===== src/rtl/filtr_sample_ctrl.sv =====
// Sample-side initiator for a filtr_a filter: 2-entry ADC FIFO, trig/done handshake, DAC strobe; FILTR_CTRL_TIMEOUT_EN adds a WAIT_DONE abort.
// ADC-to-DAC latency 5 cycles, 6-cycle sample period; no backpressure upstream, a push to a full FIFO drops the sample and sets overrun.
module filtr_sample_ctrl #(
  parameter int DATA_SIZE    = 24,
  parameter int GUARD_CYCLES = 2
`ifdef FILTR_CTRL_TIMEOUT_EN
  , parameter int TIMEOUT    = 64
`endif
) (
  input  logic                 clk,
  input  logic                 reset,
  input  logic [DATA_SIZE-1:0] adc_data,
  input  logic                 adc_valid,
  output logic [DATA_SIZE-1:0] filt_data_in,
  output logic                 sample_trig,
  input  logic                 filter_done,
  input  logic [DATA_SIZE-1:0] filt_data_out,
  output logic [DATA_SIZE-1:0] dac_data,
  output logic                 dac_valid,
  output logic                 overrun,
  output logic                 timeout_err
);

  localparam int GW = (GUARD_CYCLES > 1) ? $clog2(GUARD_CYCLES) : 1;

  typedef enum logic [2:0] {IDLE, TRIG, WAIT_DONE, CAPTURE, GUARD} state_t;

  state_t               state, state_nxt;
  logic [DATA_SIZE-1:0] fifo_mem [2];
  logic                 rd_ptr, wr_ptr;
  logic [1:0]           fifo_cnt;
  logic                 fifo_empty, fifo_full;
  logic                 pop, push, drop;
  logic [GW-1:0]        guard_cnt;
  logic                 timed_out;

  assign fifo_empty = (fifo_cnt == 2'd0);
  assign fifo_full  = (fifo_cnt == 2'd2);
  assign pop        = (state == IDLE) && !fifo_empty;
  // A pop in the same cycle frees a slot, so a push on a full FIFO is still taken then.
  assign push       = adc_valid && (!fifo_full || pop);
  assign drop       = adc_valid && fifo_full && !pop;

`ifdef FILTR_CTRL_TIMEOUT_EN
  localparam int TW = (TIMEOUT > 1) ? $clog2(TIMEOUT) : 1;
  logic [TW-1:0] to_cnt;

  assign timed_out = (state == WAIT_DONE) && !filter_done && (to_cnt == TW'(TIMEOUT - 1));

  always_ff @(posedge clk) begin
    if (reset) begin
      to_cnt <= '0;
    end else if (state == TRIG) begin
      to_cnt <= '0;
    end else if (state == WAIT_DONE && !filter_done) begin
      to_cnt <= to_cnt + TW'(1);
    end
  end
`else
  assign timed_out = 1'b0;
`endif

  always_ff @(posedge clk) begin
    if (reset) begin
      state <= IDLE;
    end else begin
      state <= state_nxt;
    end
  end

  always_comb begin
    state_nxt = state;
    case (state)
      IDLE:      if (pop) state_nxt = TRIG;
      TRIG:      state_nxt = WAIT_DONE;
      WAIT_DONE: begin
        if (filter_done)    state_nxt = CAPTURE;
        else if (timed_out) state_nxt = IDLE;
      end
      CAPTURE:   state_nxt = (GUARD_CYCLES == 0) ? IDLE : GUARD;
      GUARD:     if (guard_cnt == GW'(GUARD_CYCLES - 1)) state_nxt = IDLE;
      default:   state_nxt = IDLE;
    endcase
  end

  always_ff @(posedge clk) begin
    if (reset) begin
      fifo_mem[0] <= '0;
      fifo_mem[1] <= '0;
      rd_ptr      <= 1'b0;
      wr_ptr      <= 1'b0;
      fifo_cnt    <= 2'd0;
    end else begin
      if (push) begin
        fifo_mem[wr_ptr] <= adc_data;
        wr_ptr           <= ~wr_ptr;
      end
      if (pop) rd_ptr <= ~rd_ptr;
      case ({push, pop})
        2'b10:   fifo_cnt <= fifo_cnt + 2'd1;
        2'b01:   fifo_cnt <= fifo_cnt - 2'd1;
        default: fifo_cnt <= fifo_cnt;
      endcase
    end
  end

  always_ff @(posedge clk) begin
    if (reset) begin
      filt_data_in <= '0;
      sample_trig  <= 1'b0;
      dac_data     <= '0;
      dac_valid    <= 1'b0;
      overrun      <= 1'b0;
      timeout_err  <= 1'b0;
      guard_cnt    <= '0;
    end else begin
      if (pop) filt_data_in <= fifo_mem[rd_ptr];
      sample_trig <= pop;
      if (state == CAPTURE) dac_data <= filt_data_out;
      dac_valid   <= (state == CAPTURE);
      overrun     <= overrun | drop;
      timeout_err <= timeout_err | timed_out;
      guard_cnt   <= (state == GUARD) ? guard_cnt + GW'(1) : '0;
    end
  end

endmodule


===== config.mk =====
export PLATFORM = sky130hd
export DESIGN_NAME = filtr_sample_ctrl
export DESIGN_NICKNAME = d
export VERILOG_FILES = /design/src/rtl/filtr_sample_ctrl.sv
export SDC_FILE = /design/constraint.sdc
export NUM_CORES = 1
export LEC_CHECK = 0
export BUFFER_PORTS_ARGS = -buffer_cell sky130_fd_sc_hd__clkbuf_2
export CAP_MARGIN = 20
export CORE_UTILIZATION = 32
export DETAILED_ROUTE_END_ITERATION = 16
export HOLD_SLACK_MARGIN = 0.03
export PLACE_DENSITY = 0.56
export REMOVE_ABC_BUFFERS = 1
export SYNTH_ARGS = -nofsm -noshare
export SYNTH_HDL_FRONTEND = slang
export SYNTH_SLANG_ARGS = --single-unit

===== constraint.sdc =====
create_clock -name clk -period 8.2 [get_ports clk]
set_input_delay 0.41 -clock clk [delete_from_list [all_inputs] [get_ports clk]]
set_output_delay 0.41 -clock clk [all_outputs]
set_load 0.1 [all_outputs]

==> summary.txt, run 1 <==
Outcome
  – Status: complete, no violations

Global routing
  – Initial antenna violation count: 0
  – Global-route wire length before repair: 13390 um
  – Vias in the first global route: 2671
  – GRT Total Usage: 13.26%
  – GR Overflow Total: 0
  – Largest net degree at the start of global routing: 64

Clock tree
  – CTS H-tree depth: 3
  – Clk buf depth: 2
  – Sink Count: 107
  – Hold-fix buffers, CTS: 0
  – Number of post-CTS setup repair buffers: 0
  – CTS tree: yes
  – Clock Latency Late Sink: 0.34 ns
  – TritonCTS Buffers: 9
  – CTS clk-pin slew, worst paths: 0.07 ns
  – CTS root buf: clkbuf_16
  – PostCTS Resize Cnt: 0

Min path
  – Hold Path Stages: 3
  – Worst Hold Path EP: dac_data[21]$_SDFFE_PP0P_
  – Class of the worst hold path: input pin to register
  – Hold wc startpoint: filt_data_out[21]

Layout
  – Layout Nets: 508
  – Multi-input gate area: 0.001431 mm2
  – Finished Cell Area: 0.005142 mm2
  – Diode count: 0
  – Layout cells sized above 1: 27.61%
  – P&R area growth vs syn: 22.72%
  – Layout fillers: 1245
  – FF+latch area: 0.002624 mm2

Run
  – Max-capacitance violation count: 0

Place
  – Detailed Place HPWL: 5859 um
  – Port bufs: 102
  – GP Congestion: 0.7157
  – Post-DP Area: 0.004811 mm2

Timing
  – Worst Tran Pin Value: 0.9918 ns
  – Fin crit share: 36.92%
  – Final setup fails: 0
  – Fmax: 330.3 MHz
  – Hold slack: 0.2912 ns
  – RSZ-0062 raised after global routing: false
  – Final TNS setup: 0 ns
  – Fin. max-slew vios: 0
  – Min Tclk post-route: 3.027 ns
  – Final Hold Violating Endpoints: 0
  – Clock skew: 0.005611 ns
  – Rel. slew slack: 33.68%

Routing
  – Drt drc: 0
  – Vias per cell: 4.625
  – Iteration-0 DRC Markers: 122
  – Final Routed Wirelength: 8961 um
  – Pre-antenna DRT Iters: 4
  – Via count: 2923
  – Avg WL per Cell: 14.18 um
  – Remaining antenna violation count: 0

Floorplan
  – Chip height: 116.4 um
  – IO Count: 104
  – Initial Utilization: 33.07%
  – Placeable Area: 0.01267 mm2
  – Row count: 41
  – Die ar.: 0.01356 mm2
  – DIE WIDTH: 116.4 um

Synth
  – EDFF count, synth: 48
  – Count of cell types in the netlist: 37
  – Main synth FF type: dfxtp_1
  – Area share of the largest cell type after synthesis: 34.40%
  – Register area share after synthesis: 62.59%
  – Synthesized area per cell: 11.39 um2
  – Seq cells post-synth: 107
  – Top cells by area, synth: edfxtp_1, dfxtp_1, and2_1
  – Post-synth ARST share: 0%
  – Area of the mapped netlist: 0.004190 mm2
  – Post-Syn Instances: 368
  – Synth area leader: edfxtp_1
  – Synth warnings: 0

Power
  – PnR Total Power: 2032 uW
  – Combinational power share: 42.1%
  – VDD IR max: 189.1 uV
  – Switching share of power: 46.18%
  – Psw: 938.4 uW
  – Pwr dens: 395.2 mW/mm2
  – Design internal power: 1094 uW
  – Seq pwr share: 36.6%
  – Static Leak: 0.002019 uW
  – Clock power frac: 21.3%

Setup path
  – Reg2reg end: fifo_cnt[1]$_SDFFE_PP0P_
  – RR Startpoint: state[2]$_SDFFE_PP0P_
  – Reg2Reg Setup Slack: 5.17 ns
  – Worst setup EP type: register
  – Critical path peak fanout: 27
  – CP startpoint kind: register
  – Worst EP required: 8.47 ns
  – Critical path class: register to register
  – Worst r2r path cells: 5
  – CP Data Arrival Time: 3.30 ns
==> kinds of logic after synthesis <==
logic type | share of synthesized area, %
multiplexers | 5.972
AND/OR/NAND/NOR | 14.48
XOR/XNOR | 0.6272
buffers and inverters | 3.673
other | 0.08949
AO/OA/AOI/OAI | 12.27
flip-flops | 62.59
adder cells (fa/ha/maj) | 0.2985
==> flip-flops by register name, indices dropped and copies added, names as in the netlist <==
| name | flops |
|---|---|
| wr_ptr | 1 |
| sample_trig | 1 |
| rd_ptr | 1 |
| overrun | 1 |
| filt_data_in | 24 |
| dac_valid | 1 |
| dac_data | 24 |
| guard_cnt | 1 |
| fifo_mem | 48 |
| state | 3 |
| fifo_cnt | 2 |
==> metal layers <==
layer / up-vias / wire [um] / global-route usage [%]
li1: 1458 / - / -
met1: 1351 / 4128 / 15.90
met2: 105 / 4126 / 22.92
met3: 9 / 617 / 3.996
met4: 0 / 89 / 3.846
met5: - / 0 / 0
==> cell usage after synthesis (3+ instances only) <==
master / count
buf_1: 3
nor2_1: 5
edfxtp_1: 48
buf_6: 3
nand2_1: 48
clkbuf_1: 17
mux2i_1: 25
a211oi_1: 24
dfxtp_1: 59
a21oi_1: 51
and2_1: 49
buf_2: 6
==> worst max-delay path, stage by stage (launching register included) <==
cell and delay (ns):
dfxtp_1 0.38, nor3_4 0.80, and2_1 0.88, ha_1 0.41, or3_1 0.35, a21oi_1 0.13
==> worst max path at each step <==
| stage | startpoint | endpoint | cells after the start |
|---|---|---|---|
| after CTS | state[2]$_SDFFE_PP0P_ | fifo_cnt[1]$_SDFFE_PP0P_ | 5 |
| final | state[2]$_SDFFE_PP0P_ | fifo_cnt[1]$_SDFFE_PP0P_ | 5 |
| after global routing | state[2]$_SDFFE_PP0P_ | fifo_cnt[1]$_SDFFE_PP0P_ | 5 |
| after detailed placement | state[2]$_SDFFE_PP0P_ | fifo_cnt[1]$_SDFFE_PP0P_ | 5 |
| after floorplan | state[2]$_SDFFE_PP0P_ | fifo_cnt[1]$_SDFFE_PP0P_ | 5 |
| after global placement | state[2]$_SDFFE_PP0P_ | fifo_cnt[1]$_SDFFE_PP0P_ | 5 |
==> through the flow <==
stage,setup slack [ns],util (%),cells
floorplan,5.482,-,338
global placement,5.157,37.97,615
detailed placement,5.140,37.97,615
CTS,5.118,40.37,631
global route,4.936,40.58,632
finish,5.173,40.58,632
==> power by group through the flow <==
stage	Clock [uW]	Combinational [uW]	Sequential [uW]
finish	432	856	744
global route	464	907	756
CTS	446	862	746
detailed placement	0	862	757
global placement	0	853	754
floorplan	0	259	1180
==> placed cells by master, fill, tap and decap left out, types with 3 or more instances in the layout <==
| cell type | n |
|---|---|
| nor2_1 | 5 |
| clkbuf_16 | 9 |
| a211oi_1 | 24 |
| mux2i_1 | 25 |
| edfxtp_1 | 48 |
| nand2_1 | 48 |
| dfxtp_1 | 58 |
| buf_4 | 3 |
| and2_1 | 49 |
| clkbuf_2 | 102 |
| a21oi_1 | 51 |
==> area by class of cell <==
type / count / area share [%]
Clock buffer: 12 / 4.988
Clock inverter: 4 / 0.9246
Inverter: 2 / 0.1460
Multi-Input combinational cell: 229 / 27.83
Sequential cell: 107 / 51.02
Tap cell: 172 / 4.185
Timing Repair Buffer: 106 / 10.90
(Power assumes the default switching activity.)
==> inputs of run 2 (changes only) <==
- clock period: 8.2 -> 3.1 ns (I/O delays scaled with it)
==> run 2 against run 1 <==
Compared with the run above: setup slack worse by 4.2 ns; count of clock-buffer cells in the layout unchanged; combinational power rose to 2.7 times the previous value; largest cell class unchanged; via count up 1.4%; non-clock buffer count up 5; clock power up 130%; critical endpoint unchanged.
==> summary.txt, run 2 (synthesized netlist as in run 1, its figures left out) <==
Timing
  – Worst Tran Pin Value: 0.9815 ns (-0.01037 ns)
  – Rel. slew slack: 34.37% (+0.69 points)
  – Final setup fails: 0 (unchanged)
  – Clock skew: 0.006754 ns (+0.001143 ns)
  – Fin. max-slew vios: 0 (unchanged)
  – Fmax: 477.5 MHz (+45%)
  – Final Hold Violating Endpoints: 0 (unchanged)
  – RSZ-0062 raised after global routing: false
  – Fin crit share: 67.55% (+31 points)
  – Final TNS setup: 0 ns (unchanged)
  – Hold slack: 0.03822 ns (-0.2530 ns)
  – Min Tclk post-route: 2.094 ns (-0.9334 ns)

Setup path
  – WP buf/inv: 1 (+1)
  – Worst setup EP type: register
  – Crit-path slowest cell: or3_4
  – CP Data Arrival Time: 2.35 ns (-0.95 ns)
  – Critical path class: register to register
  – Launch point of the worst path: state[0]$_SDFFE_PP0P_
  – Critical path peak fanout: 7 (-74%)
  – Delay-heaviest family, CP: simple AND/OR/NAND/NOR gates
  – Cell mode on critical path: a21oi_1
  – Worst EP required: 3.36 ns (-5.11 ns)
  – RR Startpoint: state[0]$_SDFFE_PP0P_
  – CP peak stage delay: 0.45 ns (-0.43 ns)
  – Critical path cell sequence: or3_4 > a21oi_1 > inv_1 > ha_1 > or3_1 > a21oi_1
  – CP startpoint kind: register

Power
  – Clock power frac: 18.9% (-2.4 points)
  – Switching share of power: 47.10% (+0.93 points)
  – Static Leak: 0.002012 uW (-0.32%)
  – Combinational power share: 44.3% (+2.2 points)
  – Psw: 2486 uW (+160%)
  – VDD IR max: 692.4 uV (+270%)
  – Pwr dens: 1032 mW/mm2 (+160%)
  – Design internal power: 2792 uW (+160%)
  – Seq pwr share: 36.8% (+0.2 points)

Clock tree
  – PostCTS Resize Cnt: 0 (unchanged)
  – Clock Latency Late Sink: 0.34 ns (about the same)
  – CTS root buf: clkbuf_16
  – Sink Count: 107 (unchanged)
  – CTS clk-pin slew, worst paths: 0.06 ns (about the same)
  – Clk buf depth: 2 (unchanged)
  – TritonCTS Buffers: 9 (unchanged)
  – Number of post-CTS setup repair buffers: 0 (unchanged)
  – CTS H-tree depth: 3 (unchanged)
  – CTS tree: yes

Floorplan
  – DIE WIDTH: 116.4 um (unchanged)
  – Placeable Area: 0.01267 mm2 (unchanged)
  – Initial Utilization: 33.07% (unchanged)
  – Row count: 41 (unchanged)
  – IO Count: 104 (unchanged)
  – Die ar.: 0.01356 mm2 (unchanged)
  – Chip height: 116.4 um (unchanged)

Layout
  – Layout Nets: 513 (+0.98%)
  – P&R area growth vs syn: 22.07%
  – FF+latch area: 0.002624 mm2 (unchanged)
  – Layout fillers: 1242 (-0.24%)
  – Biggest register: fifo_mem
  – Most common cell after layout, fill and taps aside: clkbuf_2
  – Multi-input gate area: 0.001431 mm2 (unchanged)
  – Diode count: 0 (unchanged)
  – Top Registers: fifo_mem: 48 flops, dac_data: 24 flops, filt_data_in: 24 flops
  – Layout cells sized above 1: 27.31% (-0.30 points)
  – Max reg flops: 48 (unchanged)
  – Most frequent cells in the layout: clkbuf_2, dfxtp_1, a21oi_1

Routing
  – Pre-antenna DRT Iters: 4 (unchanged)
  – Remaining antenna violation count: 0 (unchanged)
  – Drt drc: 0 (unchanged)
  – Iteration-0 DRC Markers: 118 (-3.3%)
  – Vias per cell: 4.655 (+0.64%)
  – Avg WL per Cell: 14.27 um (+0.61%)
  – Via count: 2965 (+1.4%)
  – Final Routed Wirelength: 9087 um (+1.4%)

Place
  – Port bufs: 102 (unchanged)
  – GP Congestion: 0.7318 (+2.2%)
  – Detailed Place HPWL: 5947 um (+1.5%)

Global routing
  – Global-route wire length before repair: 14210 um (+6.1%)
  – GRT Total Usage: 13.86% (+0.60 points)
  – GR Overflow Total: 0 (unchanged)
  – Largest net degree at the start of global routing: 33 (-48%)
  – Vias in the first global route: 2876 (+7.7%)
  – Initial antenna violation count: 0 (unchanged)

Outcome
  – Status: complete, no violations

Min path
  – Hold wc startpoint: filt_data_out[22]
  – Class of the worst hold path: input pin to register

Run
  – Max-capacitance violation count: 0 (unchanged)
[run 2: power by group through the flow]
stage	Clock, uW	Combinational, uW	Sequential [uW]
2_1_floorplan	0	685	3110
3_3_place_gp	0	2330	1960
3_5_place_dp	0	2350	1980
4_1_cts	1030	2360	1950
5_1_grt	1100	2460	1980
6_report	999	2340	1940
[run 2: layout make-up]
type,instances,share of cell area (%)
Sequential cell,107,51.30
Clock inverter,4,0.3425
Clock buffer,12,4.623
Multi-Input combinational cell,229,27.98
Tap cell,172,4.207
Inverter,2,0.1468
Timing Repair Buffer,111,11.40
[run 2: tightest hold or removal path: stages]
cell and delay, ns:
clkbuf_2 0.08, nand2_1 0.04, a21oi_1 0.05
[run 2: per-layer routing]
metal	up-vias	part of all wire, %	track usage [%]	routed length (um)
met4	0	1.1	4.359	99
met3	6	7.3	4.203	663
met1	1383	46	16.69	4168
li1	1467	-	-	-
met2	109	46	23.67	4156
met5	-	0	0	0
[run 2: worst paths after layout]
check | cells past startpoint | slack, ns | end
worst min-delay path | 3 | 0.04 | dac_data[22]$_SDFFE_PP0P_
worst max register to register | 6 | 1.01 | fifo_cnt[1]$_SDFFE_PP0P_
worst max-delay path | 6 | 1.01 | fifo_cnt[1]$_SDFFE_PP0P_
worst min register to register | 2 | 0.45 | dac_data[12]$_SDFFE_PP0P_
[run 2: repair_timing]
item	CTS	global route
endpoints found under the setup margin	0	0
hold buffers	2	0
endpoints found under the hold margin	2	0
[run 2: per-stage QoR]
step	setup WS (ns)	instances	utilization, %	area [um2]	total power (uW)
after floorplan	0.3819	338	-	4044	3800
after global placement	1.022	619	38.20	4841	4291
after detailed placement	1.012	619	38.20	4841	4328
after CTS	1.001	637	40.37	5115	5336
after global routing	0.8897	637	40.37	5115	5539
final	1.006	637	40.37	5115	5279
